## src/rtl/set_job_feeder_if.sv

```systemverilog
// Handshake and engine-facing signal bundle for the SET job feeder.
interface set_job_feeder_if;
  logic        in_valid;
  logic [7:0]  in_data;
  logic        in_ready;
  logic        en;
  logic [23:0] central;
  logic [11:0] radius;
  logic [1:0]  mode;
  logic        busy;
  logic        valid;
  logic [7:0]  candidate;
  logic        res_valid;
  logic [12:0] res_data;
  logic        res_ready;

  // Byte source, engine and result consumer side.
  modport master (
    output in_valid, in_data, busy, valid, candidate, res_ready,
    input  in_ready, en, central, radius, mode, res_valid, res_data
  );

  // The feeder itself.
  modport slave (
    input  in_valid, in_data, busy, valid, candidate, res_ready,
    output in_ready, en, central, radius, mode, res_valid, res_data
  );
endinterface

```

## src/rtl/set_job_feeder.sv

```systemverilog
// set_job_feeder: assembles 6-byte SET jobs from a byte stream, issues them
// to the counting engine and queues tagged results (or watchdog errors).
//
// state | meaning
// IDLE  | no job outstanding; waiting for a full shadow and a free result slot
// ISSUE | en is high this cycle; active job just loaded from the shadow
// WAIT  | engine working; watchdog running until valid or timeout
module set_job_feeder #(
  parameter int RES_DEPTH = 4,
  parameter int TIMEOUT   = 255
) (
  input logic             clk,
  input logic             rst,
  set_job_feeder_if.slave bus
);
  localparam int          AW       = $clog2(RES_DEPTH);
  localparam logic [AW:0] FULL_CNT = RES_DEPTH[AW:0];
  localparam logic [7:0]  WD_LAST  = 8'(TIMEOUT - 1);

  typedef enum logic [1:0] {IDLE = 2'd0, ISSUE = 2'd1, WAIT = 2'd2} state_t;
  state_t state, state_nxt;

  logic [2:0]  idx;
  logic        shadow_full;
  logic [1:0]  sh_mode;
  logic [23:0] sh_central;
  logic [11:0] sh_radius;
  logic [1:0]  st_cnt;
  logic [7:0]  wd_cnt;
  logic [3:0]  tag;
  logic [12:0] mem [RES_DEPTH];
  logic [AW-1:0] wr_ptr, rd_ptr;
  logic [AW:0] count;
  logic        en_q;
  logic [23:0] central_q;
  logic [11:0] radius_q;
  logic [1:0]  mode_q;
  logic        accept, issue, push, pop, st_done;
  logic [12:0] push_data;

  assign accept  = bus.in_valid & ~shadow_full;
  assign pop     = bus.res_ready & (count != '0);
  assign st_done = (st_cnt == 2'd0);

  // Dispatcher next state; the issue gate also reserves a result slot.
  always_comb begin
    state_nxt = state;
    issue     = 1'b0;
    push      = 1'b0;
    push_data = '0;
    case (state)
      IDLE: begin
        if (shadow_full && st_done && !bus.busy && (count < FULL_CNT)) begin
          issue     = 1'b1;
          state_nxt = ISSUE;
        end
      end
      ISSUE: state_nxt = WAIT;
      WAIT: begin
        if (bus.valid) begin
          push      = 1'b1;
          push_data = {1'b0, tag, bus.candidate};
          state_nxt = IDLE;
        end else if (wd_cnt == WD_LAST) begin
          push      = 1'b1;
          push_data = {1'b1, tag, 8'h00};
          state_nxt = IDLE;
        end
      end
      default: state_nxt = IDLE;
    endcase
  end

  // Dispatcher state register.
  always_ff @(posedge clk or posedge rst) begin
    if (rst) state <= IDLE;
    else     state <= state_nxt;
  end

  // Byte assembler filling the shadow job; freed on issue.
  always_ff @(posedge clk or posedge rst) begin
    if (rst) begin
      idx         <= 3'd0;
      shadow_full <= 1'b0;
      sh_mode     <= '0;
      sh_central  <= '0;
      sh_radius   <= '0;
    end else if (issue) begin
      shadow_full <= 1'b0;
    end else if (accept) begin
      case (idx)
        3'd0: sh_mode            <= bus.in_data[1:0];
        3'd1: sh_central[23:16]  <= bus.in_data;
        3'd2: sh_central[15:8]   <= bus.in_data;
        3'd3: sh_central[7:0]    <= bus.in_data;
        3'd4: sh_radius[11:4]    <= bus.in_data;
        3'd5: sh_radius[3:0]     <= bus.in_data[7:4];
        default: ;
      endcase
      if (idx == 3'd5) begin
        idx         <= 3'd0;
        shadow_full <= 1'b1;
      end else begin
        idx <= idx + 3'd1;
      end
    end
  end

  // Active job and start strobe; held stable between issues.
  always_ff @(posedge clk or posedge rst) begin
    if (rst) begin
      en_q      <= 1'b0;
      central_q <= '0;
      radius_q  <= '0;
      mode_q    <= '0;
    end else begin
      en_q <= issue;
      if (issue) begin
        central_q <= sh_central;
        radius_q  <= sh_radius;
        mode_q    <= sh_mode;
      end
    end
  end

  // Startup delay gives the engine its IDLE->READ_DATA cycle before the first job.
  always_ff @(posedge clk or posedge rst) begin
    if (rst)          st_cnt <= 2'd2;
    else if (!st_done) st_cnt <= st_cnt - 2'd1;
  end

  // Watchdog counts WAIT cycles; tag advances with every result pushed.
  always_ff @(posedge clk or posedge rst) begin
    if (rst) begin
      wd_cnt <= '0;
      tag    <= '0;
    end else begin
      if (state == WAIT) wd_cnt <= wd_cnt + 8'd1;
      else               wd_cnt <= '0;
      if (push) tag <= tag + 4'd1;
    end
  end

  // Result FIFO pointers and occupancy.
  always_ff @(posedge clk or posedge rst) begin
    if (rst) begin
      wr_ptr <= '0;
      rd_ptr <= '0;
      count  <= '0;
    end else begin
      if (push) wr_ptr <= wr_ptr + AW'(1);
      if (pop)  rd_ptr <= rd_ptr + AW'(1);
      case ({push, pop})
        2'b10:   count <= count + (AW+1)'(1);
        2'b01:   count <= count - (AW+1)'(1);
        default: ;
      endcase
    end
  end

  // Result storage; contents are don't-care while the slot is empty.
  always_ff @(posedge clk) begin
    if (push) mem[wr_ptr] <= push_data;
  end

  assign bus.in_ready  = ~shadow_full;
  assign bus.en        = en_q;
  assign bus.central   = central_q;
  assign bus.radius    = radius_q;
  assign bus.mode      = mode_q;
  assign bus.res_valid = (count != '0);
  assign bus.res_data  = (count != '0) ? mem[rd_ptr] : 13'h0000;
endmodule

```

## src/flat_wrapper.sv

```systemverilog
// flat-port wrapper written by rule: the top's interface ports become plain ports
module set_job_feeder_flat 
#(
  parameter int RES_DEPTH = 4,
  parameter int TIMEOUT   = 255
)
  (clk, rst, bus_in_valid, bus_in_data, bus_busy, bus_valid, bus_candidate, bus_res_ready, bus_in_ready, bus_en, bus_central, bus_radius, bus_mode, bus_res_valid, bus_res_data);
  set_job_feeder_if bus_i ();
  input logic clk;
  input logic rst;
  input wire logic [$bits(bus_i.in_valid)-1:0] bus_in_valid;
  input wire logic [$bits(bus_i.in_data)-1:0] bus_in_data;
  input wire logic [$bits(bus_i.busy)-1:0] bus_busy;
  input wire logic [$bits(bus_i.valid)-1:0] bus_valid;
  input wire logic [$bits(bus_i.candidate)-1:0] bus_candidate;
  input wire logic [$bits(bus_i.res_ready)-1:0] bus_res_ready;
  output wire logic [$bits(bus_i.in_ready)-1:0] bus_in_ready;
  output wire logic [$bits(bus_i.en)-1:0] bus_en;
  output wire logic [$bits(bus_i.central)-1:0] bus_central;
  output wire logic [$bits(bus_i.radius)-1:0] bus_radius;
  output wire logic [$bits(bus_i.mode)-1:0] bus_mode;
  output wire logic [$bits(bus_i.res_valid)-1:0] bus_res_valid;
  output wire logic [$bits(bus_i.res_data)-1:0] bus_res_data;
  assign bus_i.in_valid = bus_in_valid;
  assign bus_i.in_data = bus_in_data;
  assign bus_i.busy = bus_busy;
  assign bus_i.valid = bus_valid;
  assign bus_i.candidate = bus_candidate;
  assign bus_i.res_ready = bus_res_ready;
  assign bus_in_ready = bus_i.in_ready;
  assign bus_en = bus_i.en;
  assign bus_central = bus_i.central;
  assign bus_radius = bus_i.radius;
  assign bus_mode = bus_i.mode;
  assign bus_res_valid = bus_i.res_valid;
  assign bus_res_data = bus_i.res_data;
  set_job_feeder #(.RES_DEPTH(RES_DEPTH), .TIMEOUT(TIMEOUT)) u_core (.clk(clk), .rst(rst), .bus(bus_i));
endmodule
```

## config.mk

```make
export PLATFORM = sky130hd
export DESIGN_NAME = set_job_feeder_flat
export DESIGN_NICKNAME = d
export VERILOG_FILES = /design/src/rtl/set_job_feeder_if.sv /design/src/rtl/set_job_feeder.sv /design/src/flat_wrapper.sv
export SDC_FILE = /design/constraint.sdc
export NUM_CORES = 1
export LEC_CHECK = 0
export CAP_MARGIN = 20
export CORE_MARGIN = 4
export CORE_UTILIZATION = 24
export CTS_CLUSTER_DIAMETER = 50
export DETAILED_ROUTE_END_ITERATION = 8
export MAX_ROUTING_LAYER = met4
export SLEW_MARGIN = 20
export SYNTH_ARGS = -nofsm -noshare
export SYNTH_HDL_FRONTEND = slang
export SYNTH_SLANG_ARGS = --single-unit
```

## constraint.sdc

```tcl
create_clock -name clk -period 3.3 [get_ports clk]
set_input_delay 0.66 -clock clk [delete_from_list [all_inputs] [get_ports clk]]
set_output_delay 0.66 -clock clk [all_outputs]
set_load 0.01 [all_outputs]
```

# == Word level (Yosys, flattened, before mapping) ==
# Memory sizes are Yosys's and may differ from the RTL's.
# Cells that the tools add are included.
# totals
in_bits,22
memories,1
output_inout_bits,54
elab_cells,86
ramBits,52
regBits,104
# classes
n_lt_le_gt_ge,1
eq_ne,12
mux,21
reduce_logical,20
n_addsub,8
n_bitwise,4
# memory_table
name,depth,width,rd,rd_ports_with_merged_regs,wr,line_no,text
u_core.mem,4,13,1,0,1,set_job_feeder.sv:31,logic [12:0] mem [RES_DEPTH];
# op_table
operator,count
13-bit two-way mux,4
3-bit AND reduction,6
1-bit two-way mux,10
"8-bit by 1-bit adder with 8-bit output, second input constant",1
"8-bit equality test, second input constant",1
8-bit two-way mux,1
"3-bit by 1-bit adder with 3-bit output, second input constant",2
"3-bit by 2-bit equality test with 1-bit output, second input constant",2
"3-bit equality test, second input constant",2
2-bit two-way mux,3
2-bit case mux with 3 select lines,1
3-bit case mux with 2 select lines,1
2-bit AND reduction,3
2-bit nonzero test,3
"2-bit by 1-bit adder with 2-bit output, second input constant",2
"4-bit by 1-bit adder with 4-bit output, second input constant",1
"2-bit by 1-bit equality test with 1-bit output, second input constant",2
"2-bit equality test, second input constant",2
2-bit logical NOT,2
"3-bit by 1-bit equality test with 1-bit output, second input constant",1
1-bit logical AND,3
3-bit logical NOT,1
"3-bit < comparator, second input constant",1
3-bit two-way mux,1
other kinds (8),10

# == Longest topological paths before layout ==
# Gate-level depths: netlist of run 1.
# depth
word_depth,8
mapped_depth,12
depth_no_buf,11

# == Worst setup path after synthesis of run 1 ==
# Ideal clock, no wire load.
# synth_timing
kind,input-to-reg
start,in bus_valid
end,reg u_core.count[2]
setup_time_ns,0.079
required_time_ns,3.221
path_stages,10
n_path_buf,1
slack_ns,1.010
arrival_time_ns,2.211
cell_sequence,a41o_1 > and2_1 > buf_6 > inv_1 > ha_1 > inv_1 > fa_1 > xor2_1 > nor2_1 > xor2_1
# synth_via
elab_chain_cells,4
word_cells_on_any_way,6
classes_between,eq/ne: 2; mux: 3; reduce/logical: 1
# synth_rtl
element,line_no,text
"start, declared",flat_wrapper.sv:14,input wire logic [$bits(bus_i.valid)-1:0] bus_valid;
1-bit two-way mux *,set_job_feeder.sv:60,if (bus.valid) begin
1-bit two-way mux *,set_job_feeder.sv:51,case (state)
2-bit by 1-bit equality test with 1-bit output / 2-bit equality test (equally long branches),set_job_feeder.sv:153,"case ({push, pop})"
3-bit case mux with 2 select lines / 2-bit nonzero test (equally long branches),-,
"end signal, assigned",set_job_feeder.sv:154,2'b10: count <= count + (AW+1)'(1);
"end signal, assigned",set_job_feeder.sv:155,2'b01: count <= count - (AW+1)'(1);
"end, declared",set_job_feeder.sv:33,logic [AW:0] count;
# Mark *: on every way between the ends. The rest lies on a longest branch, timed or not.
# A chain may end at the register's enable or synchronous reset.

# == Worst setup path in the final report of run 1 ==
# layout_timing
start,reg u_core.rd_ptr[0]
end,out bus_res_data[11]
# layout_via
elab_chain_cells,2
# layout_rtl
element,line_no,text
"start, declared",set_job_feeder.sv:32,"logic [AW-1:0] wr_ptr, rd_ptr;"
"start signal, assigned",set_job_feeder.sv:152,if (pop) rd_ptr <= rd_ptr + AW'(1);
memory read 4 x 13 bit,-,
13-bit two-way mux,set_job_feeder.sv:172,assign bus.res_data = (count != '0) ? mem[rd_ptr] : 13'h0000;
"end, declared",flat_wrapper.sv:23,output wire logic [$bits(bus_i.res_data)-1:0] bus_res_data;
# Every way passes these cells.

==> impl_results.md, run 1 <==
- Endpoints failing setup: 0
- Net Switching: 2.209 mW
- CTS tree: done
- Sink Count: between 150 and 200
- Syn_area_per_cell: between 10 and 15 µm²
- Grt ovf: 0
- Hold Buf Count CTS: 0
- Max Clock Skew: about 0.014 ns
- Bufs on Longest Clock Path: 2
- ANT cells: 0
- Crit path kind: flip-flop to output port
- Post-CTS Resized: 0
- RSZ-0062 raised after global routing: no
- Yosys top cell by area: dfrtp_1
- Vias: 3612
- Area Growth Syn to Fin: 27.71%
- Total Power: ~7 mW
- Slowest CP cell: mux4_2
- Clock network fraction of design power: 0.268
- CP arrival: 2.29 ns
- CP max stage delay: around 0.54 ns
- Worst slew margin: 0.5299
- Die X: 170.0 µm
- Met2 Usage GRT: 0.1509
- Nets: roughly 580
- # IOs: 76
- GRT Total Usage: 0.09859
- Cell area power density: approximately 900 nW/µm²
- CP required: around 2.6 ns
- Largest net degree at the start of global routing: slightly above 50
- GRT Max-Usage Layer: met2
- Post-layout util: 0.3103
- Post-Route WL: 12990 µm
- Commonest non-fill, non-tap cells in the layout: nand2_1 (122), dfrtp_1 (103), clkdlybuf4s50_1 (75)
- Worst-Skew Late Latency: around 0.42 ns
- Ys async rst share: 0.6667
- Switching Fraction: 0.3089
- Synth Flop Type: dfrtp_1
- Pleak: between 3 and 4 nW
- #FFs+latches synth: approximately 160
- Final Cycle Share: 0.8932
- Rows: 59
- Buffers on Ports: 75
- DR WL/cell: roughly 14 µm
- Fin Setup TNS: 0 ns
- Max cap viols: 0
- # fillers: 2591
- Dpl hpwl: 8654 µm
- Final hold viol count: 0
- Cells along the critical path: buf_4, mux4_2, and2_1, clkdlybuf4s50_1
- Seq/Total Area, Yosys: 0.6617
- Met3 GRT Util: 0.03113
- First-pass GRT wire length: 21420 µm
- Fin crit period: approximately 2.9 ns
- Initial Util: 0.2429
- CTS root buf: clkbuf_16
- CTS buffer count: 17
- Commonest non-fill, non-tap cell in the layout: nand2_1
- Least-Margin Pin Slew: around 0.71 ns
- Clock transition at path regs: around 0.070 ns
- FF+latch area: ~4200 µm²
- Reg power frac: 0.416
- Crit path max fanout: 13
- Area of the multi-input gates: between 1500 and 2000 µm²
- Hold Path Class: flip-flop to flip-flop
- Ys Warns: 0
- Via-per-instance ratio: 4.022
- EDFF count, synth: between 50 and 60
- Antenna viol nets, final: 0
- Crit. End Element: output port
- Synth top area cells: dfrtp_1 (41%), edfxtp_1 (25%), nand2_1 (7.3%), mux2_2 (5.4%), mux4_2 (4.7%)
- Post-Syn Area: between 6000 and 7000 µm²
- Core area: 25910 µm²
- Routability Congestion: between 0.7 and 0.8
- Outcome: completed
- Syn Nets: 499
- Post-Synthesis Cells: around 470
- Area share of the largest cell type after synthesis: 0.4095
- Die ar.: a little under 30000 µm²
- Max Fclk: about 340 MHz
- Internal power: 4.942 mW
- Post-CTS Setup Bufs: 0
- M1 GR Usage: 0.1258
- Initial DRC count: 168
- Number of global-route vias before repair: a little under 4k
- Worst setup SP type: flip-flop
- DRT Pass-1 Iters: 4
- H-tree depth: 4
- Slew Viols, Final: 0
- Initial antenna violation count: 0
- Combinational share of power: 0.315
- # DRC: 0
- Peak VDD IR: roughly 0.4 mV
- Post-synth cell types: 38
- FF-to-FF setup slack: ~0.9 ns
- Fraction of layout cells with a size suffix above 1: 0.1758
- Chip height: 170.0 µm
[area by class of cell]
cell class | count | area share
Sequential cell | 156 | 0.5181
Multi-Input combinational cell | 277 | 0.2459
Timing Repair Buffer | 84 | 0.1049
Clock buffer | 17 | 0.05292
Tap cell | 335 | 0.05214
Clock inverter | 15 | 0.01899
Inverter | 14 | 0.007004
[metrics by stage]
step / cell area [µm²] / setup slack, ns / std cells / hold WS, ns
after global routing: 8039 / 0.2307 / 898 / 0.4781
final: 8039 / 0.3524 / 898 / 0.4614
after detailed placement: 7461 / 0.4432 / 866 / 0.4521
after floorplan: 6299 / 1.010 / 466 / 0.4331
after global placement: 7461 / 0.4557 / 866 / 0.4434
after CTS: 8039 / 0.3001 / 898 / 0.4677
[path summary, 6_finish.rpt]
| kind | start | to | depth (start not counted) |
|---|---|---|---|
| min reg2reg | u_core.sh_central[7] | u_core.bus.central[7] | 2 |
| max reg2reg | u_core.wd_cnt[0] | u_core.count[2] | 11 |
| max | u_core.rd_ptr[0] | bus_res_data[11] | 4 |
| min in group asynchronous | rst | u_core.bus.central[3] | 2 |
| min | u_core.sh_central[7] | u_core.bus.central[7] | 2 |
| max in group asynchronous | rst | u_core.tag[0] | 3 |
[registers in the layout (all words and copies together) (netlist names), 3 cells and up]
name and count:
u_core.bus.central 24, u_core.bus.radius 12, u_core.count 3, u_core.idx 3, u_core.mem 52, u_core.sh_central 24, u_core.sh_radius 12, u_core.tag 4
u_core.wd_cnt 8
[cell families (layout without fill, tap and decap cells)]
logic type / count (synthesis) / after routing / share of synthesized area
DFF: 156 / 156 / 0.6617
buffers and inverters: 33 / 130 / 0.02425
adders and majority gates: 11 / 11 / 0.02306
AOI/OAI and AO/OA: 7 / 7 / 0.007155
xor gates and xnor gates: 16 / 16 / 0.02226
muxes: 54 / 54 / 0.1256
and+or+nand+nor: 189 / 189 / 0.1360
[synthesized netlist by cell type (9+ instances only)]
master	instances
nand2_1	122
dfrtp_1	103
edfxtp_1	52
mux2_2	30
and3_1	18
and2_1	16
inv_1	13
mux4_2	13
ha_1	10
mux2_4	10
nor2_1	10
clkbuf_1	9
xor2_1	9
[per-layer routing]
layer  share of wire  up-vias
met5               0        -
met4          0.0084        0
met3           0.049        8
met2            0.47       83
met1            0.47     1761
li1                -     1760
[power groups by stage]
stage	logic (mW)	clock network, mW	registers, mW
after floorplan	1.29	0	2.99
after global placement	2.28	0	3.00
after detailed placement	2.30	0	3.01
after CTS	2.32	1.98	2.99
after global routing	2.51	2.07	3.06
final	2.25	1.92	2.98
[critical path, delay by kind of cell, from the launching register on]
family | cells | cell delay, ns
buf+inv | 2 | 0.77
mux | 1 | 0.54
flops | 1 | 0.38
simple gates | 1 | 0.17
Power figures use the tool's default switching activity.
==> run 2: changes to the inputs <==
--- a/config.mk
+++ b/config.mk
@@ -6,6 +6,7 @@
 export NUM_CORES = 1
 export LEC_CHECK = 0
 export CAP_MARGIN = 20
+export CORE_ASPECT_RATIO = 0.6
 export CORE_MARGIN = 4
 export CORE_UTILIZATION = 24
 export CTS_CLUSTER_DIAMETER = 50
==> run 2 against run 1 <==
  * Cell count increased by 2.0%
  * Sequential share of layout area decreased by 0.27 points
  * Sequential power about the same
  * Via count increased by 3.4%
  * Critical path depth unchanged
  * Design area increased by 0.53%
  * Routed wire length increased by 3.4%
  * Worst setup slack got worse by 0.039 ns
  * First-iteration DRC count decreased by 4.8%
==> impl_results.md, run 2 (synthesis gave the netlist of run 1 again) <==
- First-pass GRT wire length: 21950 µm
- Endpoints failing setup: 0
- Crit path max fanout: 11
- Crit. End Element: output port
- Pre-CTS WS: about 0.42 ns
- Metal-1 WL: 6971 µm
- Routability Congestion: between 0.7 and 0.8
- CP arrival: 2.33 ns
- CTS tree: done
- Core area: ~26000 µm²
- Worst setup SP type: flip-flop
- Largest net degree at the start of global routing: ~110
- RSZ-0062 raised after global routing: no
- Fin crit period: 2.987 ns
- Post-Route WL: between 10000 and 15000 µm
- Met3 routed WL: about 750 µm
- Initial antenna violation count: 2
- Max Clock Skew: about 0.0074 ns
- Final worst setup slack: around 0.31 ns
- Initial DRC count: 160
- Commonest non-fill, non-tap cells in the layout: nand2_1 (122), dfrtp_1 (103), clkdlybuf4s50_1 (75)
- Outcome: completed
- Least-Margin Pin Slew: approximately 0.71 ns
- Final hold viol count: 0
- DR WL/cell: around 15 µm
- Antenna viol nets, final: 0
- Worst-Skew Late Latency: about 0.42 ns
- Cell area power density: 891.9 nW/µm²
- Post-CTS Setup Bufs: 0
- ANT cells: 0
- Vias: ~3.7k
- Max Fclk: between 300 and 400 MHz
- Final Cycle Share: 0.9051
- Max cap viols: 0
- # IOs: 76
- Slew Viols, Final: 0
- Grt ovf: 0
- Max reg flops: 52
- H-tree depth: 4
- Dpl hpwl: ~9100 µm
- Die X: around 220 µm
- Rows: 45
- Buffers on Ports: 75
- Chip height: roughly 130 µm
- Hold Buf Count CTS: 0
- Fin Setup TNS: 0 ns
- Met2 WL post-DR: between 5000 and 6000 µm
- Number of global-route vias before repair: 3772
- Crit path kind: flip-flop to output port
- CTS root buf: clkbuf_16
- Biggest register: u_core.mem
- Post-DP Area: about 7500 µm²
- Sink Count: 156
- Clock transition at path regs: approximately 0.070 ns
- Nets: between 500 and 600
- Total Power: 7.208 mW
- Final instance area: 8082 µm²
- Area Growth Syn to Fin: 28.38%
- Top Metal Used: met4
- Hold Path Class: flip-flop to flip-flop
- Pleak: approximately 3.5 nW
- Fraction of layout cells with a size suffix above 1: 0.1773
- Initial Util: 0.2463
- Post-CTS Resized: 0
- CTS buffer count: 17
- CP required: ~2.6 ns
- Commonest non-fill, non-tap cell in the layout: nand2_1
- Bufs on Longest Clock Path: 2
- Peak VDD IR: roughly 0.29 mV
- Worst slew margin: 0.5283
- DRT Pass-1 Iters: 4
- # DRC: 0
- Via-per-instance ratio: 4.076
- Die ar.: 28970 µm²
- GRT Total Usage: 0.1014
run 2: cell count changes in the layout (fill, tap and decap cells not counted):
cell	previous run	this run
bufinv_16	1	2
buf_4	7	8
nand3_1	7	6
clkinv_1	0	1
inv_8	3	2
nand3_2	0	1
clkinvlp_4	4	5
clkinv_4	1	0
inv_6	6	4
clkinvlp_2	1	2
run 2: path summary, 6_finish.rpt:
path	from	to	slack (ns)	cells after the start
worst max register to register	u_core.wd_cnt[0]	u_core.count[2]	0.86	11
worst max-delay path	u_core.rd_ptr[0]	bus_res_data[12]	0.31	4
worst min register to register	u_core.sh_central[11]	u_core.bus.central[11]	0.46	2
min in group asynchronous	rst	u_core.bus.en	0.75	3
max in group asynchronous	rst	u_core.bus.radius[1]	2.10	3
worst min-delay path	u_core.sh_central[11]	u_core.bus.central[11]	0.46	2
run 2: worst max-delay path: stages, from the launching register on:
cell and delay, ns:
dfrtp_1 0.55, buf_12 0.21, mux4_2 0.50, and2_1 0.17, clkdlybuf4s50_1 0.48
run 2: layout make-up:
cell class | count | area (µm²)
fill | 2608 | 17480
sequential | 156 | 4165
multi-input combinational | 277 | 1982
timing repair buffer | 85 | 850.8
tap | 352 | 440.4
clock buffer | 17 | 425.4
clock inverter | 15 | 161.4
inverter | 14 | 56.30
run 2: routing by layer:
metal / GRT usage / vias up
met5: - / -
met4: 0.03389 / 0
met3: 0.03146 / 8
met2: 0.1315 / 68
met1: 0.1481 / 1894
li1: - / 1764
run 2: stage by stage:
stage	hold WS, ns	utilization	std cells
global placement	0.4489	0.2932	884
finish	0.4587	0.3162	916
detailed placement	0.4492	0.2932	884
floorplan	0.4331	-	466
global route	0.4787	0.3162	916
CTS	0.4581	0.3162	916
run 2: where the power goes:
group,switching [mW],internal (mW)
Combinational,0.984,1.28
Clock,0.826,1.13
Sequential,0.386,2.60
Total,2.20,5.01
